## config.mk

```make
export PLATFORM = sky130hd
export DESIGN_NAME = mma_matrix_rx_flat
export DESIGN_NICKNAME = d
export VERILOG_FILES = /design/src/rtl/mma_pkg.sv /design/src/rtl/mma_matrix_rx_if.sv /design/src/rtl/mma_word_assembler.sv /design/src/rtl/mma_matrix_rx.sv /design/src/flat_wrapper.sv
export SDC_FILE = /design/constraint.sdc
export NUM_CORES = 1
export LEC_CHECK = 0
export CORE_MARGIN = 2
export CORE_UTILIZATION = 45
export CTS_BUF_LIST = sky130_fd_sc_hd__clkbuf_4 sky130_fd_sc_hd__clkbuf_8
export DETAILED_ROUTE_END_ITERATION = 12
export DONT_BUFFER_PORTS = 1
export PLACE_DENSITY = 0.7
export SYNTH_ARGS = -nofsm -noshare
export SYNTH_HDL_FRONTEND = slang
export SYNTH_HIERARCHICAL = 1
export SYNTH_SLANG_ARGS = --single-unit
```

## constraint.sdc

```tcl
create_clock -name clk -period 12.56 [get_ports clk]
set_clock_uncertainty 0.2 [all_clocks]
set_input_delay 1.256 -clock clk [delete_from_list [all_inputs] [get_ports clk]]
set_output_delay 1.256 -clock clk [all_outputs]
set_load 0.01 [all_outputs]
```

## src/rtl/mma_pkg.sv

```systemverilog
// Shared constants, FSM state encoding and dimension check for the MMA
// command/packet receiver.
package mma_pkg;

    localparam logic [7:0] CMD_RX_A     = 8'h01;
    localparam logic [7:0] CMD_RX_B     = 8'h02;
    localparam logic [7:0] CMD_MULTIPLY = 8'h03;
    localparam logic [7:0] CMD_TX_R     = 8'h04;
    localparam logic [7:0] CMD_ACK      = 8'h06;
    localparam logic [7:0] CMD_ERR      = 8'hAA;

    localparam int MAX_DIM_DEF = 16;

    typedef enum logic [2:0] {
        S_IDLE,
        S_HDR_ROWS,
        S_HDR_COLS,
        S_DATA,
        S_SEND_ACK,
        S_SEND_ERR
    } state_t;

    // The full 32-bit header word is checked so that junk in the upper bytes is rejected.
    function automatic logic dim_ok(input logic [31:0] v, input int unsigned max_dim);
        return (v != 32'd0) && (v <= max_dim);
    endfunction

endpackage

```

## src/rtl/mma_matrix_rx_if.sv

```systemverilog
// Byte-stream, transmit, matrix-storage and control signals of the MMA receiver.
// The slave modport is the receiver itself; master is the surrounding system.
interface mma_matrix_rx_if #(
    parameter int ADDR_W = 8
);
    logic [7:0]        rx_data;
    logic              rx_ready;
    logic              rx_error;
    logic [7:0]        tx_data;
    logic              tx_begin;
    logic              tx_busy;
    logic              mem_we;
    logic              mem_sel;
    logic [ADDR_W-1:0] mem_addr;
    logic [31:0]       mem_wdata;
    logic [7:0]        rows_a;
    logic [7:0]        cols_a;
    logic [7:0]        rows_b;
    logic [7:0]        cols_b;
    logic              a_valid;
    logic              b_valid;
    logic              cmd_multiply;
    logic              cmd_tx_result;
    logic              busy;

    modport slave (
        input  rx_data, rx_ready, rx_error, tx_busy,
        output tx_data, tx_begin, mem_we, mem_sel, mem_addr, mem_wdata,
               rows_a, cols_a, rows_b, cols_b, a_valid, b_valid,
               cmd_multiply, cmd_tx_result, busy
    );

    modport master (
        output rx_data, rx_ready, rx_error, tx_busy,
        input  tx_data, tx_begin, mem_we, mem_sel, mem_addr, mem_wdata,
               rows_a, cols_a, rows_b, cols_b, a_valid, b_valid,
               cmd_multiply, cmd_tx_result, busy
    );
endinterface

```

## src/rtl/mma_word_assembler.sv

```systemverilog
// Packs four bytes, MSB first, into a big-endian word; word_valid_o is
// combinational and coincides with the fourth accepted byte.
module mma_word_assembler (
    input  logic        clk,
    input  logic        reset,
    input  logic        clear_i,
    input  logic        byte_valid_i,
    input  logic [7:0]  byte_i,
    output logic        word_valid_o,
    output logic [31:0] word_o
);
    logic [1:0]  cnt_q;
    logic [23:0] shift_q;

    always_ff @(posedge clk) begin
        if (reset || clear_i) begin
            cnt_q   <= '0;
            shift_q <= '0;
        end else if (byte_valid_i) begin
            cnt_q   <= cnt_q + 2'd1;
            shift_q <= {shift_q[15:0], byte_i};
        end
    end

    assign word_valid_o = byte_valid_i && (cnt_q == 2'd3);
    assign word_o       = {shift_q, byte_i};

endmodule

```

## src/rtl/mma_matrix_rx.sv

```systemverilog
// Command parser of the MMA: decodes host commands, loads matrix A/B elements
// into storage and answers each load with an ACK or ERR byte.
module mma_matrix_rx
    import mma_pkg::*;
#(
    parameter int MAX_DIM        = MAX_DIM_DEF,
    parameter int ADDR_W         = 8,
    parameter int TIMEOUT_CYCLES = 1_000_000
) (
    input logic          clk,
    input logic          reset,
    mma_matrix_rx_if.slave bus
);
    localparam int TMO_W = $clog2(TIMEOUT_CYCLES + 1);

    state_t            state_q, state_d;
    logic              sel_q, sel_d;
    logic [31:0]       rows_hdr_q, rows_hdr_d;
    logic [7:0]        rows_a_q, rows_a_d, cols_a_q, cols_a_d;
    logic [7:0]        rows_b_q, rows_b_d, cols_b_q, cols_b_d;
    logic              a_valid_q, a_valid_d, b_valid_q, b_valid_d;
    logic [ADDR_W-1:0] elem_q, elem_d, last_q, last_d;
    logic [TMO_W-1:0]  tmo_q, tmo_d;
    logic              mem_we_q, mem_we_d;
    logic [ADDR_W-1:0] mem_addr_q, mem_addr_d;
    logic [31:0]       mem_wdata_q, mem_wdata_d;
    logic [7:0]        tx_data_q, tx_data_d;
    logic              tx_begin_q, tx_begin_d;
    logic              cmd_mul_q, cmd_mul_d, cmd_txr_q, cmd_txr_d;

    logic              in_pkt, abort, asm_valid, word_valid;
    logic [31:0]       word;
    logic [15:0]       n_elem;

    assign in_pkt    = state_q inside {S_HDR_ROWS, S_HDR_COLS, S_DATA};
    assign abort     = in_pkt && (bus.rx_error || (tmo_q == TMO_W'(TIMEOUT_CYCLES)));
    // A byte flagged with a framing error is never assembled.
    assign asm_valid = in_pkt && bus.rx_ready && !bus.rx_error;
    assign n_elem    = 16'(rows_hdr_q[7:0]) * 16'(word[7:0]);

    mma_word_assembler u_asm (
        .clk          (clk),
        .reset        (reset),
        .clear_i      (abort),
        .byte_valid_i (asm_valid),
        .byte_i       (bus.rx_data),
        .word_valid_o (word_valid),
        .word_o       (word)
    );

    always_comb begin
        state_d     = state_q;
        sel_d       = sel_q;
        rows_hdr_d  = rows_hdr_q;
        rows_a_d    = rows_a_q;
        cols_a_d    = cols_a_q;
        rows_b_d    = rows_b_q;
        cols_b_d    = cols_b_q;
        a_valid_d   = a_valid_q;
        b_valid_d   = b_valid_q;
        elem_d      = elem_q;
        last_d      = last_q;
        mem_addr_d  = mem_addr_q;
        mem_wdata_d = mem_wdata_q;
        tx_data_d   = tx_data_q;
        mem_we_d    = 1'b0;
        tx_begin_d  = 1'b0;
        cmd_mul_d   = 1'b0;
        cmd_txr_d   = 1'b0;
        tmo_d       = (in_pkt && !bus.rx_ready) ? tmo_q + 1'b1 : '0;

        case (state_q)
            S_IDLE: if (bus.rx_ready) begin
                case (bus.rx_data)
                    CMD_RX_A: begin sel_d = 1'b0; a_valid_d = 1'b0; state_d = S_HDR_ROWS; end
                    CMD_RX_B: begin sel_d = 1'b1; b_valid_d = 1'b0; state_d = S_HDR_ROWS; end
                    CMD_MULTIPLY:
                        if (a_valid_q && b_valid_q && (cols_a_q == rows_b_q)) cmd_mul_d = 1'b1;
                        else state_d = S_SEND_ERR;
                    CMD_TX_R: cmd_txr_d = 1'b1;
                    default:  state_d = S_SEND_ERR;
                endcase
            end
            S_HDR_ROWS:
                if (abort) state_d = S_SEND_ERR;
                else if (word_valid) begin
                    rows_hdr_d = word;
                    state_d    = S_HDR_COLS;
                end
            S_HDR_COLS:
                if (abort) state_d = S_SEND_ERR;
                else if (word_valid) begin
                    if (!dim_ok(rows_hdr_q, MAX_DIM) || !dim_ok(word, MAX_DIM)) begin
                        state_d = S_SEND_ERR;
                    end else begin
                        if (sel_q) begin rows_b_d = rows_hdr_q[7:0]; cols_b_d = word[7:0]; end
                        else       begin rows_a_d = rows_hdr_q[7:0]; cols_a_d = word[7:0]; end
                        last_d  = ADDR_W'(n_elem - 16'd1);
                        elem_d  = '0;
                        state_d = S_DATA;
                    end
                end
            S_DATA:
                if (abort) state_d = S_SEND_ERR;
                else if (word_valid) begin
                    mem_we_d    = 1'b1;
                    mem_addr_d  = elem_q;
                    mem_wdata_d = word;
                    elem_d      = elem_q + 1'b1;
                    // Valid rises on the same edge that presents the final write.
                    if (elem_q == last_q) begin
                        if (sel_q) b_valid_d = 1'b1;
                        else       a_valid_d = 1'b1;
                        state_d = S_SEND_ACK;
                    end
                end
            S_SEND_ACK:
                if (!bus.tx_busy) begin
                    tx_data_d = CMD_ACK; tx_begin_d = 1'b1; state_d = S_IDLE;
                end
            S_SEND_ERR:
                if (!bus.tx_busy) begin
                    tx_data_d = CMD_ERR; tx_begin_d = 1'b1; state_d = S_IDLE;
                end
            default: state_d = S_IDLE;
        endcase
    end

    always_ff @(posedge clk) begin
        if (reset) begin
            state_q     <= S_IDLE;
            sel_q       <= 1'b0;
            rows_hdr_q  <= '0;
            rows_a_q    <= '0;
            cols_a_q    <= '0;
            rows_b_q    <= '0;
            cols_b_q    <= '0;
            a_valid_q   <= 1'b0;
            b_valid_q   <= 1'b0;
            elem_q      <= '0;
            last_q      <= '0;
            tmo_q       <= '0;
            mem_we_q    <= 1'b0;
            mem_addr_q  <= '0;
            mem_wdata_q <= '0;
            tx_data_q   <= '0;
            tx_begin_q  <= 1'b0;
            cmd_mul_q   <= 1'b0;
            cmd_txr_q   <= 1'b0;
        end else begin
            state_q     <= state_d;
            sel_q       <= sel_d;
            rows_hdr_q  <= rows_hdr_d;
            rows_a_q    <= rows_a_d;
            cols_a_q    <= cols_a_d;
            rows_b_q    <= rows_b_d;
            cols_b_q    <= cols_b_d;
            a_valid_q   <= a_valid_d;
            b_valid_q   <= b_valid_d;
            elem_q      <= elem_d;
            last_q      <= last_d;
            tmo_q       <= tmo_d;
            mem_we_q    <= mem_we_d;
            mem_addr_q  <= mem_addr_d;
            mem_wdata_q <= mem_wdata_d;
            tx_data_q   <= tx_data_d;
            tx_begin_q  <= tx_begin_d;
            cmd_mul_q   <= cmd_mul_d;
            cmd_txr_q   <= cmd_txr_d;
        end
    end

    assign bus.tx_data       = tx_data_q;
    assign bus.tx_begin      = tx_begin_q;
    assign bus.mem_we        = mem_we_q;
    assign bus.mem_sel       = sel_q;
    assign bus.mem_addr      = mem_addr_q;
    assign bus.mem_wdata     = mem_wdata_q;
    assign bus.rows_a        = rows_a_q;
    assign bus.cols_a        = cols_a_q;
    assign bus.rows_b        = rows_b_q;
    assign bus.cols_b        = cols_b_q;
    assign bus.a_valid       = a_valid_q;
    assign bus.b_valid       = b_valid_q;
    assign bus.cmd_multiply  = cmd_mul_q;
    assign bus.cmd_tx_result = cmd_txr_q;
    assign bus.busy          = (state_q != S_IDLE);

endmodule

```

## src/flat_wrapper.sv

```systemverilog
// flat-port wrapper written by rule: the top's interface ports become plain ports
module mma_matrix_rx_flat import mma_pkg::*;
#(
    parameter int MAX_DIM        = MAX_DIM_DEF,
    parameter int ADDR_W         = 8,
    parameter int TIMEOUT_CYCLES = 1_000_000
)
  (clk, reset, bus_rx_data, bus_rx_ready, bus_rx_error, bus_tx_busy, bus_tx_data, bus_tx_begin, bus_mem_we, bus_mem_sel, bus_mem_addr, bus_mem_wdata, bus_rows_a, bus_cols_a, bus_rows_b, bus_cols_b, bus_a_valid, bus_b_valid, bus_cmd_multiply, bus_cmd_tx_result, bus_busy);
  mma_matrix_rx_if #(.ADDR_W(ADDR_W)) bus_i ();
  input logic clk;
  input logic reset;
  input wire logic [$bits(bus_i.rx_data)-1:0] bus_rx_data;
  input wire logic [$bits(bus_i.rx_ready)-1:0] bus_rx_ready;
  input wire logic [$bits(bus_i.rx_error)-1:0] bus_rx_error;
  input wire logic [$bits(bus_i.tx_busy)-1:0] bus_tx_busy;
  output wire logic [$bits(bus_i.tx_data)-1:0] bus_tx_data;
  output wire logic [$bits(bus_i.tx_begin)-1:0] bus_tx_begin;
  output wire logic [$bits(bus_i.mem_we)-1:0] bus_mem_we;
  output wire logic [$bits(bus_i.mem_sel)-1:0] bus_mem_sel;
  output wire logic [$bits(bus_i.mem_addr)-1:0] bus_mem_addr;
  output wire logic [$bits(bus_i.mem_wdata)-1:0] bus_mem_wdata;
  output wire logic [$bits(bus_i.rows_a)-1:0] bus_rows_a;
  output wire logic [$bits(bus_i.cols_a)-1:0] bus_cols_a;
  output wire logic [$bits(bus_i.rows_b)-1:0] bus_rows_b;
  output wire logic [$bits(bus_i.cols_b)-1:0] bus_cols_b;
  output wire logic [$bits(bus_i.a_valid)-1:0] bus_a_valid;
  output wire logic [$bits(bus_i.b_valid)-1:0] bus_b_valid;
  output wire logic [$bits(bus_i.cmd_multiply)-1:0] bus_cmd_multiply;
  output wire logic [$bits(bus_i.cmd_tx_result)-1:0] bus_cmd_tx_result;
  output wire logic [$bits(bus_i.busy)-1:0] bus_busy;
  assign bus_i.rx_data = bus_rx_data;
  assign bus_i.rx_ready = bus_rx_ready;
  assign bus_i.rx_error = bus_rx_error;
  assign bus_i.tx_busy = bus_tx_busy;
  assign bus_tx_data = bus_i.tx_data;
  assign bus_tx_begin = bus_i.tx_begin;
  assign bus_mem_we = bus_i.mem_we;
  assign bus_mem_sel = bus_i.mem_sel;
  assign bus_mem_addr = bus_i.mem_addr;
  assign bus_mem_wdata = bus_i.mem_wdata;
  assign bus_rows_a = bus_i.rows_a;
  assign bus_cols_a = bus_i.cols_a;
  assign bus_rows_b = bus_i.rows_b;
  assign bus_cols_b = bus_i.cols_b;
  assign bus_a_valid = bus_i.a_valid;
  assign bus_b_valid = bus_i.b_valid;
  assign bus_cmd_multiply = bus_i.cmd_multiply;
  assign bus_cmd_tx_result = bus_i.cmd_tx_result;
  assign bus_busy = bus_i.busy;
  mma_matrix_rx #(.MAX_DIM(MAX_DIM), .ADDR_W(ADDR_W), .TIMEOUT_CYCLES(TIMEOUT_CYCLES)) u_core (.clk(clk), .reset(reset), .bus(bus_i));
endmodule
```

# Word-level counts from Yosys, hierarchy flattened
# Index checks and enable logic that the tools add are counted.
totals:
  output_inout_bits: 88
  register_bits: 184
  wordCells: 154
  inputBits: 13
op_classes:
  n_addsub: 4
  mul: 1
  eq_ne: 33
  bitwise_logic: 9
  order_cmp: 2
  reduce_logical: 43
  muxes: 41
ops:
  columns: ["operator", "n"]
  rows:
  - ["$le A32 B5 Y1 const B", 2]
  - ["$reduce_bool A32 Y1", 2]
  - ["$mux W8", 7]
  - ["$mux W3", 11]
  - ["$pmux W8 S2", 2]
  - ["$ne A2 B2 Y1 const B", 14]
  - ["$add A20 B1 Y20 const B", 1]
  - ["$eq A20 B20 Y1 const B", 1]
  - ["$eq A8 B2 Y1 const B", 2]
  - ["$eq A8 B8 Y1", 2]
  - ["$mux W1", 16]
  - ["$ne A3 B3 Y1 const B", 5]
  - ["$pmux W3 S5", 1]
  - ["$reduce_and A7 Y1", 2]
  - ["$reduce_and A3 Y1", 4]
  - ["$reduce_and A5 Y1", 2]
  - ["$logic_and A1 B1 Y1", 9]
  - ["$not A1 Y1", 9]
  - ["$pmux W3 S3", 1]
  - ["$add A8 B1 Y8 const B", 1]
  - ["$eq A8 B1 Y1 const B", 1]
  - ["$eq A8 B3 Y1 const B", 1]
  - ["$mul A8 B8 Y8", 1]
  - ["$reduce_and A8 Y1", 1]
  - ["18 further kinds", 35]

# Longest topological paths before layout
# Gate-level depths: netlist of the first run.
depth:
  ltp_word: 8
  mapped_depth: 17
  mapped_depth_nobuf: 15

# By module
# The synthesis of the first run kept the hierarchy.
by_module_without_submodules:
  columns: ["mod", "seq_area_each_um2", "n_inst", "cells_per_inst", "area_per_inst_um2"]
  rows:
  - ["mma_matrix_rx", 3062.9, 1, 891, 7220.7]
  - ["mma_word_assembler", 520.5, 1, 95, 1039.7]

# Least setup slack after synthesis of the first run
# OpenSTA, ideal clock, no wires.
synth_path:
  path_kind: "input port to flip-flop"
  from: "in bus_rx_data[2]"
  to: "reg u_core.last_q[7]"
  setup_ns: 0.086
  path_buffers: 2
  arrival_ns: 4.847
  t_required_ns: 12.274
  path_slack_ns: 7.428
  stages: 16
  path_cell_list: "buf_4 -> clkbuf_1 -> nand2_1 -> fa_1 -> inv_1 -> fa_1 -> inv_1 -> fa_1 -> fa_1 -> inv_1 -> ha_1 -> inv_1 -> o21bai_1 -> a21oi_1 -> xnor3_1 -> a211oi_1"
synth_between:
  elab_chain_cells: 6
  elab_cells_between_ends: 9
  cone_classes: "add/sub: 1; mul: 1; order compare: 1; bitwise: 1; reduce/logical: 5"
synth_rtl:
  columns: ["item", "line", "rtl"]
  rows:
  - ["from (decl)", "flat_wrapper.sv:12", "input wire logic [$bits(bus_i.rx_data)-1:0] bus_rx_data;"]
  - ["branches (longest 6 deep; another with $mul A8 B8 Y8)", null, null]
  - ["to (signal assigned)", "mma_matrix_rx.sv:161", "last_q <= last_d;"]
  - ["to (decl)", "mma_matrix_rx.sv:22", "logic [ADDR_W-1:0] elem_q, elem_d, last_q, last_d;"]
# Several ways; the timed one is not identified.
# A chain may end at the register's enable or synchronous reset.

# Worst setup path in the final report of the first run
# Same ends and word-level chain as after synthesis.

==> results of run 1 <==
-- flip-flops by register name, indices dropped and copies added, names as in the netlist --
name                      count
u_core/bus.mem_wdata         32
u_core/rows_hdr_q            32
u_core/u_asm/shift_q         24
u_core/tmo_q                 20
u_core/bus.cols_a             8
u_core/bus.cols_b             8
u_core/bus.mem_addr           8
u_core/bus.rows_a             8
u_core/bus.rows_b             8
u_core/elem_q                 8
u_core/last_q                 8
u_core/bus.tx_data            3
u_core/state_q                3
u_core/u_asm/cnt_q            2
u_core/bus.a_valid            1
u_core/bus.b_valid            1
u_core/bus.cmd_multiply       1
u_core/bus.cmd_tx_result      1
u_core/bus.mem_sel            1
u_core/bus.mem_we             1
u_core/bus.tx_begin           1
-- cell type report --
| type | instances | area share [%] |
|---|---|---|
| well taps | 229 | 3.31 |
| inverters | 42 | 1.82 |
| clock inverters | 13 | 1.84 |
| multi-input cells | 691 | 48.0 |
| clock buffers | 19 | 2.95 |
| repair buffers | 7 | 0.608 |
| flip-flops and latches | 179 | 41.4 |
-- power groups by stage --
| stage | clock, µW | combinational (µW) | sequential (µW) |
|---|---|---|---|
| after floorplan | 0 | 72.9 | 593 |
| after global routing | 445 | 71.1 | 591 |
| after CTS | 423 | 64.4 | 590 |
| after global placement | 0 | 63.3 | 603 |
| final | 415 | 64.8 | 589 |
| after detailed placement | 0 | 64.3 | 603 |
-- placed cells by master (no fill, tap or decap), types with 2 or more instances in the layout --
cell / count
fa_1: 17
clkinv_2: 4
and4_1: 2
clkinv_4: 2
nand3_1: 32
inv_1: 41
nand2_1: 195
and2_1: 17
o22a_1: 2
nand4_1: 17
or4_1: 5
bufinv_16: 3
o21ai_0: 25
nor3b_1: 7
or3_1: 10
conb_1: 3
clkbuf_8: 18
xor2_1: 26
nor3_1: 8
nor2_1: 65
o31ai_1: 3
clkinvlp_4: 3
o21ai_1: 3
a31oi_1: 3
o21a_1: 2
a21o_1: 2
nand2b_1: 5
xnor2_1: 23
buf_4: 7
o211ai_1: 4
dfxtp_1: 179
mux2i_1: 27
nor4b_1: 2
nor4_1: 21
ha_1: 18
a211oi_1: 3
a21oi_1: 118
-- per-stage QoR --
step	utilization, %	cells	cell area [µm²]	setup slack, ns
final	48.2	1180	8650	8.13
after detailed placement	45.8	1148	8240	7.64
after floorplan	-	988	8270	7.43
after global routing	48.2	1180	8650	7.96
after CTS	48.2	1180	8650	8.15
after global placement	45.8	1148	8240	7.71
-- worst min path at each step --
stage,startpoint,to,slack (ns)
after floorplan,u_core/tmo_q[0]$_SDFF_PP0_,u_core/tmo_q[0]$_SDFF_PP0_,0.23
after global placement,u_core/rows_hdr_q[28]$_SDFFE_PP0P_,u_core/rows_hdr_q[28]$_SDFFE_PP0P_,0.24
after detailed placement,u_core/rows_hdr_q[15]$_SDFFE_PP0P_,u_core/rows_hdr_q[15]$_SDFFE_PP0P_,0.24
after CTS,u_core/rows_hdr_q[15]$_SDFFE_PP0P_,u_core/rows_hdr_q[15]$_SDFFE_PP0P_,0.25
after global routing,u_core/rows_hdr_q[28]$_SDFFE_PP0P_,u_core/rows_hdr_q[28]$_SDFFE_PP0P_,0.27
final,u_core/rows_hdr_q[28]$_SDFFE_PP0P_,u_core/rows_hdr_q[28]$_SDFFE_PP0P_,0.26
-- worst min-delay path: stages (launching register included) --
cell and delay, ns:
dfxtp_1 0.32, nand2_1 0.05, a21oi_1 0.05
-- Yosys cell counts, types with 2 or more instances --
cell / instances / area share, %
a211oi_1: 3 / 0.27
a21o_1: 2 / 0.18
a21oi_1: 118 / 7.1
a31oi_1: 3 / 0.23
and2_1: 17 / 1.3
and4_1: 2 / 0.21
buf_2: 4 / 0.24
buf_4: 13 / 1.2
buf_6: 4 / 0.55
buf_8: 2 / 0.36
clkbuf_1: 52 / 2.4
dfxtp_1: 179 / 43
fa_1: 17 / 4.1
ha_1: 18 / 2.7
inv_1: 41 / 1.9
mux2i_1: 27 / 3.3
nand2_1: 195 / 8.9
nand2b_1: 5 / 0.38
nand3_1: 32 / 1.9
nand4_1: 17 / 1.3
nor2_1: 65 / 3.0
nor3_1: 9 / 0.55
nor3b_1: 7 / 0.64
nor4_1: 21 / 1.6
nor4b_1: 3 / 0.32
o211ai_1: 4 / 0.36
o21a_1: 2 / 0.18
o21ai_0: 25 / 1.5
o21ai_1: 3 / 0.18
o22a_1: 2 / 0.21
o31ai_1: 3 / 0.27
or3_1: 10 / 0.76
or4_1: 5 / 0.45
xnor2_1: 23 / 2.4
xor2_1: 26 / 2.8
-- metal layers --
layer	up-vias	GRT usage (%)
li1	3203	-
met1	3106	25.8
met2	156	35.3
met3	24	3.89
met4	0	7.60
met5	-	0
-- cell families (layout without fill, tap and decap cells) --
group / count (synthesis) / after routing / share of synthesized area [%]
AOI/OAI and AO/OA: 174 / 174 / 11.6
buffers and inverters: 118 / 81 / 6.65
and+or+nand+nor: 401 / 401 / 22.6
other: 1 / 3 / 0.0454
xor gates and xnor gates: 50 / 50 / 5.47
muxes: 28 / 28 / 3.41
adders and majority gates: 35 / 35 / 6.85
DFF: 179 / 179 / 43.4
==> results.txt, run 1 <==
The detailed-route wire length is 19.7 mm. The share of synthesized flip-flops with an asynchronous set or reset is 0%. Summing all flip-flop and latch instances after layout gives 3580 µm². The final cycle utilization of the critical path is 35.2%.

101 I/O pins were placed. The number of standard cells after synthesis is 986. The DRC violation count after routing is 0. The logic gate share of total power came out at 6.1%. Per report_power, the sequential group accounts for 55.1% of the total.

The number of cells on the worst hold path is 2. The count of filler cells inserted in the layout came out at 1734. The critical path's top delay family is adder cells.

In this run the critical register-to-register path is captured at u_core/last_q[7]$_SDFFE_PP0P_. Together, buffers and inverters on the worst path number 4. Among all flip-flop cells after synthesis, the most frequent one is dfxtp_1. The setup fix buffers added after clock tree synthesis came out at 0. The worst-margin pin slew is 1.19 ns. Summed over all cells, the static leakage comes to 0.00298 µW.

The worst register-to-register path has a depth of 14. The total number of H-tree levels came out at 4. The number of distinct library cell variants in the gate-level netlist after synthesis is 62.

Setup repair after global routing left no endpoint under its margin. For this run, the slowest stage of the critical path takes 0.57 ns. The maximum buffer depth of the clock tree came out at 2. The detailed-routing iteration count for the pre-antenna-repair pass is 5. The highest routing layer actually used is met4. The antenna diode count came out at 0.

The number of buffers inserted for hold repair after clock tree synthesis came out at 0. The total net switching power came out at 266 µW. After clock tree synthesis, the clock-pin slew on the worst setup and hold paths is 0.09 ns.

The count of input and output buffers is 0. The die outline height is 139 µm. The peak clock frequency supported by timing is 0.226 GHz.

The count of maximum capacitance violations is 0. The min-delay analysis places its worst path in the category register to register. In this run the register-to-register setup slack is 8.23 ns. The global router's overall resource usage came out at 20.6%. The number of global-route vias before repair came out at 6254. The later pin in the worst-skew pair is clocked with a latency of 0.47 ns. Entering global routing, the biggest net connects 128 pins. The internal portion of total power came out at 803 µW. The detail-routed via count per cell came out at 5.50. The required arrival time at the worst endpoint is 12.75 ns. The flop and latch count out of synthesis is 179. After detailed routing, the met3 layer carries 976 µm of wire. STA classifies the critical path startpoint as an input port. The number of stages on the worst setup path came out at 14. The final routed wire length divided by cell count came out at 16.7 µm. The die covers 19500 µm². The final-report max-slew violation count came out at 0. The design draws 1070 µW. The routed length on met1 is 8.45 mm.

The yosys synthesis warning count is 6. The part of the Yosys area used for sequential elements is 43.4%. The width of the chip came out at 139 µm.

STA classifies the critical path endpoint as a register. Of all nets on the critical path, the largest fanout is 14. IR analysis of the VDD net gives a maximum drop of 0.0694 mV. The standard cell core area came out at 18000 µm².

In this run the remaining antenna-violating nets after routing total 0. The number of antenna violations at the first check in global routing is 0. The critical path goes through nand2_1 -> fa_1 -> inv_1 -> fa_1 -> inv_1 -> fa_1 -> fa_1 -> inv_1 -> ha_1 -> inv_1 -> o21bai_1 -> a21oi_1 -> xnor3_1 -> a211oi_1. The time the worst path needs with I/O delays and setup came out at 4.43 ns. The final setup violation count is 0.

The run finished with clean final reports. The ratio of cells with drive above 1 in the final layout came out at 5.15%. CTS placed an instance of clkbuf_8 at the clock tree root. The total power density per cell area came out at 124 nW/µm². In this run, synthesis inferred 0 flip-flops with an integrated enable.

The clock buffer count from CTS came out at 17. Among all stages on the critical path, the largest delay is contributed by fa_1. The mean post-synth cell area came out at 8.38 µm².

In this run the critical register-to-register path is launched from u_core/rows_hdr_q[3]$_SDFFE_PP0P_. The number of DRC markers in iteration 0 is 397. The multi-input gate area in the final layout came out at 4160 µm². From synthesis to final layout, the design area changed by 4.71%. Across all layers, the routed design uses 6489 vias.

The floorplan has 49 rows. The quantity of gates resized following cts is 0. The number of hold-slack violations in the final timing report came to 0. The final worst hold slack is 0.256 ns. The source of the critical timing path is bus_rx_data[2]. Detailed routing placed a total of 9.93 mm of wire on met2.

After global routing the overflow that remains totals 0. The routability congestion estimate came out at 0.817. In this run the cell area of the synthesized design comes to 8260 µm². The worst pin sits at a relative slew slack of 20.5%.

Of the total power, the share spent switching nets is 24.9%. Once the floorplan was initialized, standard cells occupied 46.0% of the core. The number of clock sinks came out at 179. The worst setup path is of the input port to register kind. Data on the critical path arrives at its endpoint at 4.62 ns. The endpoint of the most critical setup path is u_core/last_q[7]$_SDFFE_PP0P_. The CTS tree is yes. The setup TNS after final layout is 0 ns. The first global-routing pass estimated 32.2 mm of wire.

Detailed placement ended at an HPWL of 13.0 mm. The final layout contains 986 nets. The power share of the clock group came out at 38.8%.
No activity file was read; power rests on OpenSTA's default activity.
==> run 2: changes to the inputs <==
- PLACE_DENSITY: 0.7 -> 0.72
- clock period: 12.56 -> 3.7 ns (I/O delays scaled with it)
==> results.txt, run 2 (synthesized netlist as in run 1, its figures left out) <==
The logic gate share of total power is 8.1% (+2.0 points). The leakage dissipation was 0.00350 µW (+17%). The detail-routed via count per cell was 5.49 (-0.25%).

The kind of critical path is register to register. The largest net degree at the start of global routing is 81 (-37%). The top-level I/O count came out at 101 (unchanged). The total net switching power came out at 1020 µW (+290%). The met3 usage is 5.92% (+2.0 points). The critical path starts at u_core/rows_hdr_q[5]$_SDFFE_PP0P_. The number of clock sinks was 179 (unchanged). The worst setup path is launched from a register. The total instance count after detailed placement is 1172 (+2.1%). The worst reg-to-reg path cell count came out at 14 (unchanged). The share of the core filled with cells came out at 52.8% (+4.7 points). The net total in the final layout is 1067 (+8.2%). In this run the worst hold path is classified as input port to register. The final routed wire length divided by cell count came to 16.7 µm (about the same). The clock slew at the register clock pins of the worst setup and hold paths is 0.10 ns (about the same). The initial cell density of the core came out at 46.0% (unchanged). The routability congestion estimate came out at 0.829 (+1.4%). The power share of the clock group is 36.2% (-2.6 points). The overall die area came out at 19500 µm² (unchanged).

The global routing stage identified its most utilized layer as met2. The antenna diode count came out at 0 (unchanged). The number of routed nets with antenna violations came out at 0 (unchanged).

The highest fanout seen on the critical path is 3 (-11). The endpoint identified for the worst register-to-register timing path is u_core/last_q[7]$_SDFFE_PP0P_. The required arrival time at the worst endpoint is 3.91 ns (-8.84 ns).

The number of hold-slack violations in the final timing report is 0 (unchanged). The die outline height was 139 µm (unchanged). The final setup violation count came out at 1 (+1). The HPWL after detailed placement is 13.2 mm (+0.99%). STA classifies the critical path endpoint as a register. The clock tree root buffer cell is clkbuf_8. The number of global-route vias before repair was 6763 (+8.1%). The arrival time at the worst endpoint is 3.94 ns (-0.68 ns).

The met2 track utilization from global routing is 37.3% (+2.0 points). The clock buffer count from CTS is 17 (unchanged). The non-filler instance count after layout came out at 1261 (+6.9%). The width of the chip is 139 µm (unchanged). TritonCTS built the clock tree.

The minimum setup slack in the final design came out at -0.0359 ns (-8.17 ns). The run finished, with violations left. Based on the critical path, the design can be clocked at up to 0.268 GHz.

The count of input and output buffers came out at 0 (unchanged). The DRC violation count after routing is 0 (unchanged). The worst path uses 101% of the clock period. The critical path ends at u_core/last_q[7]$_SDFFE_PP0P_. The clock latency of the later-clocked register in the worst-skew pair is 0.48 ns (about the same). The global router's overall resource usage came out at 22.2% (+1.6 points). The worst path in the final design needs a cycle of 3.74 ns, including I/O delays and setup.

The switching share of total power came to 28.6% (+3.7 points). The total power density per cell area came out at 377 nW/µm² (+210%). In this run the critical register-to-register path is launched from u_core/rows_hdr_q[5]$_SDFFE_PP0P_. The synthesis-to-finish area growth is 14.9%.

The final worst hold slack is 0.0247 ns (-0.231 ns). The standard cell core area came out at 18000 µm² (unchanged). The number of DRC markers in iteration 0 is 438 (+10%).

The maximum VDD drop was 0.260 mV (+270%). The worst relative slew slack is 45.9% (+25 points). The final-report max-slew violation count is 0 (unchanged). The internal portion of total power is 2550 µW (+220%).

The total number of H-tree levels came out at 4 (unchanged). The number of rows created at floorplan is 49 (unchanged). The ratio of cells with drive above 1 in the final layout is 9.69% (+4.5 points).

The count of filler cells inserted in the layout came to 1623 (-6.4%). The number of antenna violations at the first check in global routing came to 0 (unchanged). The total grt overflow is 0 (unchanged). Setup repair after global routing could not meet its margin everywhere. The top cell types in the final layout, fill and taps aside, are nand2_1 (191), dfxtp_1 (173), a21oi_1 (116).

The most frequent standard cell in the layout excluding fill and tap cells is nand2_1. The worst-margin pin slew came out at 0.812 ns (-0.381 ns). The wire length of the first global-routing pass is 34.9 mm (+8.4%).

The vias after detailed routing came out at 6917 (+6.6%). The worst-case register-to-register setup slack is -0.04 ns (-8.27 ns). The setup TNS after final layout is -0.0359 ns (-0.0359 ns). The detailed-route wire length came out at 21.1 mm (+6.8%). The maximum buffer depth of the clock tree came to 2 (unchanged).

The detailed-routing iteration count for the pre-antenna-repair pass came to 5 (unchanged). The count of maximum capacitance violations came out at 0 (unchanged). The met1 routing resource usage after global routing came out at 28.2% (+2.3 points). The sequential fraction of design power is 55.6% (+0.5 points). The checks that failed: setup timing.
[run 2: cell types whose count changed in the layout (fill, tap and decap cells not counted), moves of 4 or more]
cell           previous run  this run
dfxtp_1                 179       173
dlygate4sd3_1             0        56
inv_2                     1         5
nand2_1                 195       191
inv_8                     0         5
dfxtp_2                   0         5
inv_1                    41        37
xnor2_2                   0         4
xnor2_1                  23        19
buf_4                     7        31
[run 2: layout make-up]
class                           instances  area (µm²)  area share, %
Inverter                               42         158           1.66
Clock inverter                         15         136           1.44
Timing Repair Buffer                   88         821           8.65
Clock buffer                           17         234           2.47
Multi-Input combinational cell        691        4260           44.9
Tap cell                              229         287           3.02
Sequential cell                       179        3590           37.9
[run 2: power groups by stage]
stage | Combinational, µW | Clock (µW) | Sequential, µW
floorplan | 252 | 0 | 2010
global placement | 236 | 0 | 2030
detailed placement | 240 | 0 | 2030
CTS | 287 | 1320 | 1990
global route | 314 | 1410 | 1990
finish | 291 | 1300 | 1990
[run 2: worst min path at each step]
stage / from / end / cells after the start
2_1_floorplan: u_core/tmo_q[0]$_SDFF_PP0_ / u_core/tmo_q[0]$_SDFF_PP0_ / 1
3_3_place_gp: u_core/rows_hdr_q[19]$_SDFFE_PP0P_ / u_core/rows_hdr_q[19]$_SDFFE_PP0P_ / 2
3_5_place_dp: u_core/rows_hdr_q[28]$_SDFFE_PP0P_ / u_core/rows_hdr_q[28]$_SDFFE_PP0P_ / 2
4_1_cts: bus_rx_data[1] / u_core/bus.mem_sel$_SDFFE_PP0P_ / 3
5_1_grt: bus_rx_ready / u_core/bus.cmd_multiply$_SDFF_PP0_ / 3
6_report: bus_rx_data[1] / u_core/bus.mem_sel$_SDFFE_PP0P_ / 3
[run 2: through the flow]
step	cell area (µm²)	worst slack [ns]	power [µW]
after detailed placement	8480	-0.0877	2280
after floorplan	8370	-0.152	2260
after global routing	9490	-0.183	3720
after global placement	8480	-0.00311	2270
final	9490	-0.0359	3580
after CTS	9460	-0.0298	3600
[run 2: layer usage]
| layer | vias up | part of all wire (%) | wire length (µm) |
|---|---|---|---|
| li1 | 3361 | - | - |
| met2 | 189 | 50 | 10500 |
| met1 | 3332 | 43 | 8980 |
| met4 | 0 | 1.6 | 338 |
| met5 | - | 0 | 0 |
| met3 | 35 | 5.9 | 1240 |
[run 2: critical path, cell delays in order (launching register included)]
cell and delay [ns]:
dfxtp_2 0.37, nand2_4 0.05, fa_1 0.54, inv_2 0.04
fa_1 0.49, inv_2 0.04, fa_1 0.46, fa_1 0.52
inv_2 0.05, ha_4 0.21, inv_2 0.04, o21bai_1 0.07
a21oi_1 0.16, xnor3_1 0.24, a211oi_2 0.18
[run 2: timing repair]
action	CTS	global route
setup buffers	0	0
cloned	0	0
endpoints found under the setup margin	2	3
pin swaps	3	4
resized for setup	8	8
hold endpoints to repair	140	0
hold buffers	57	0
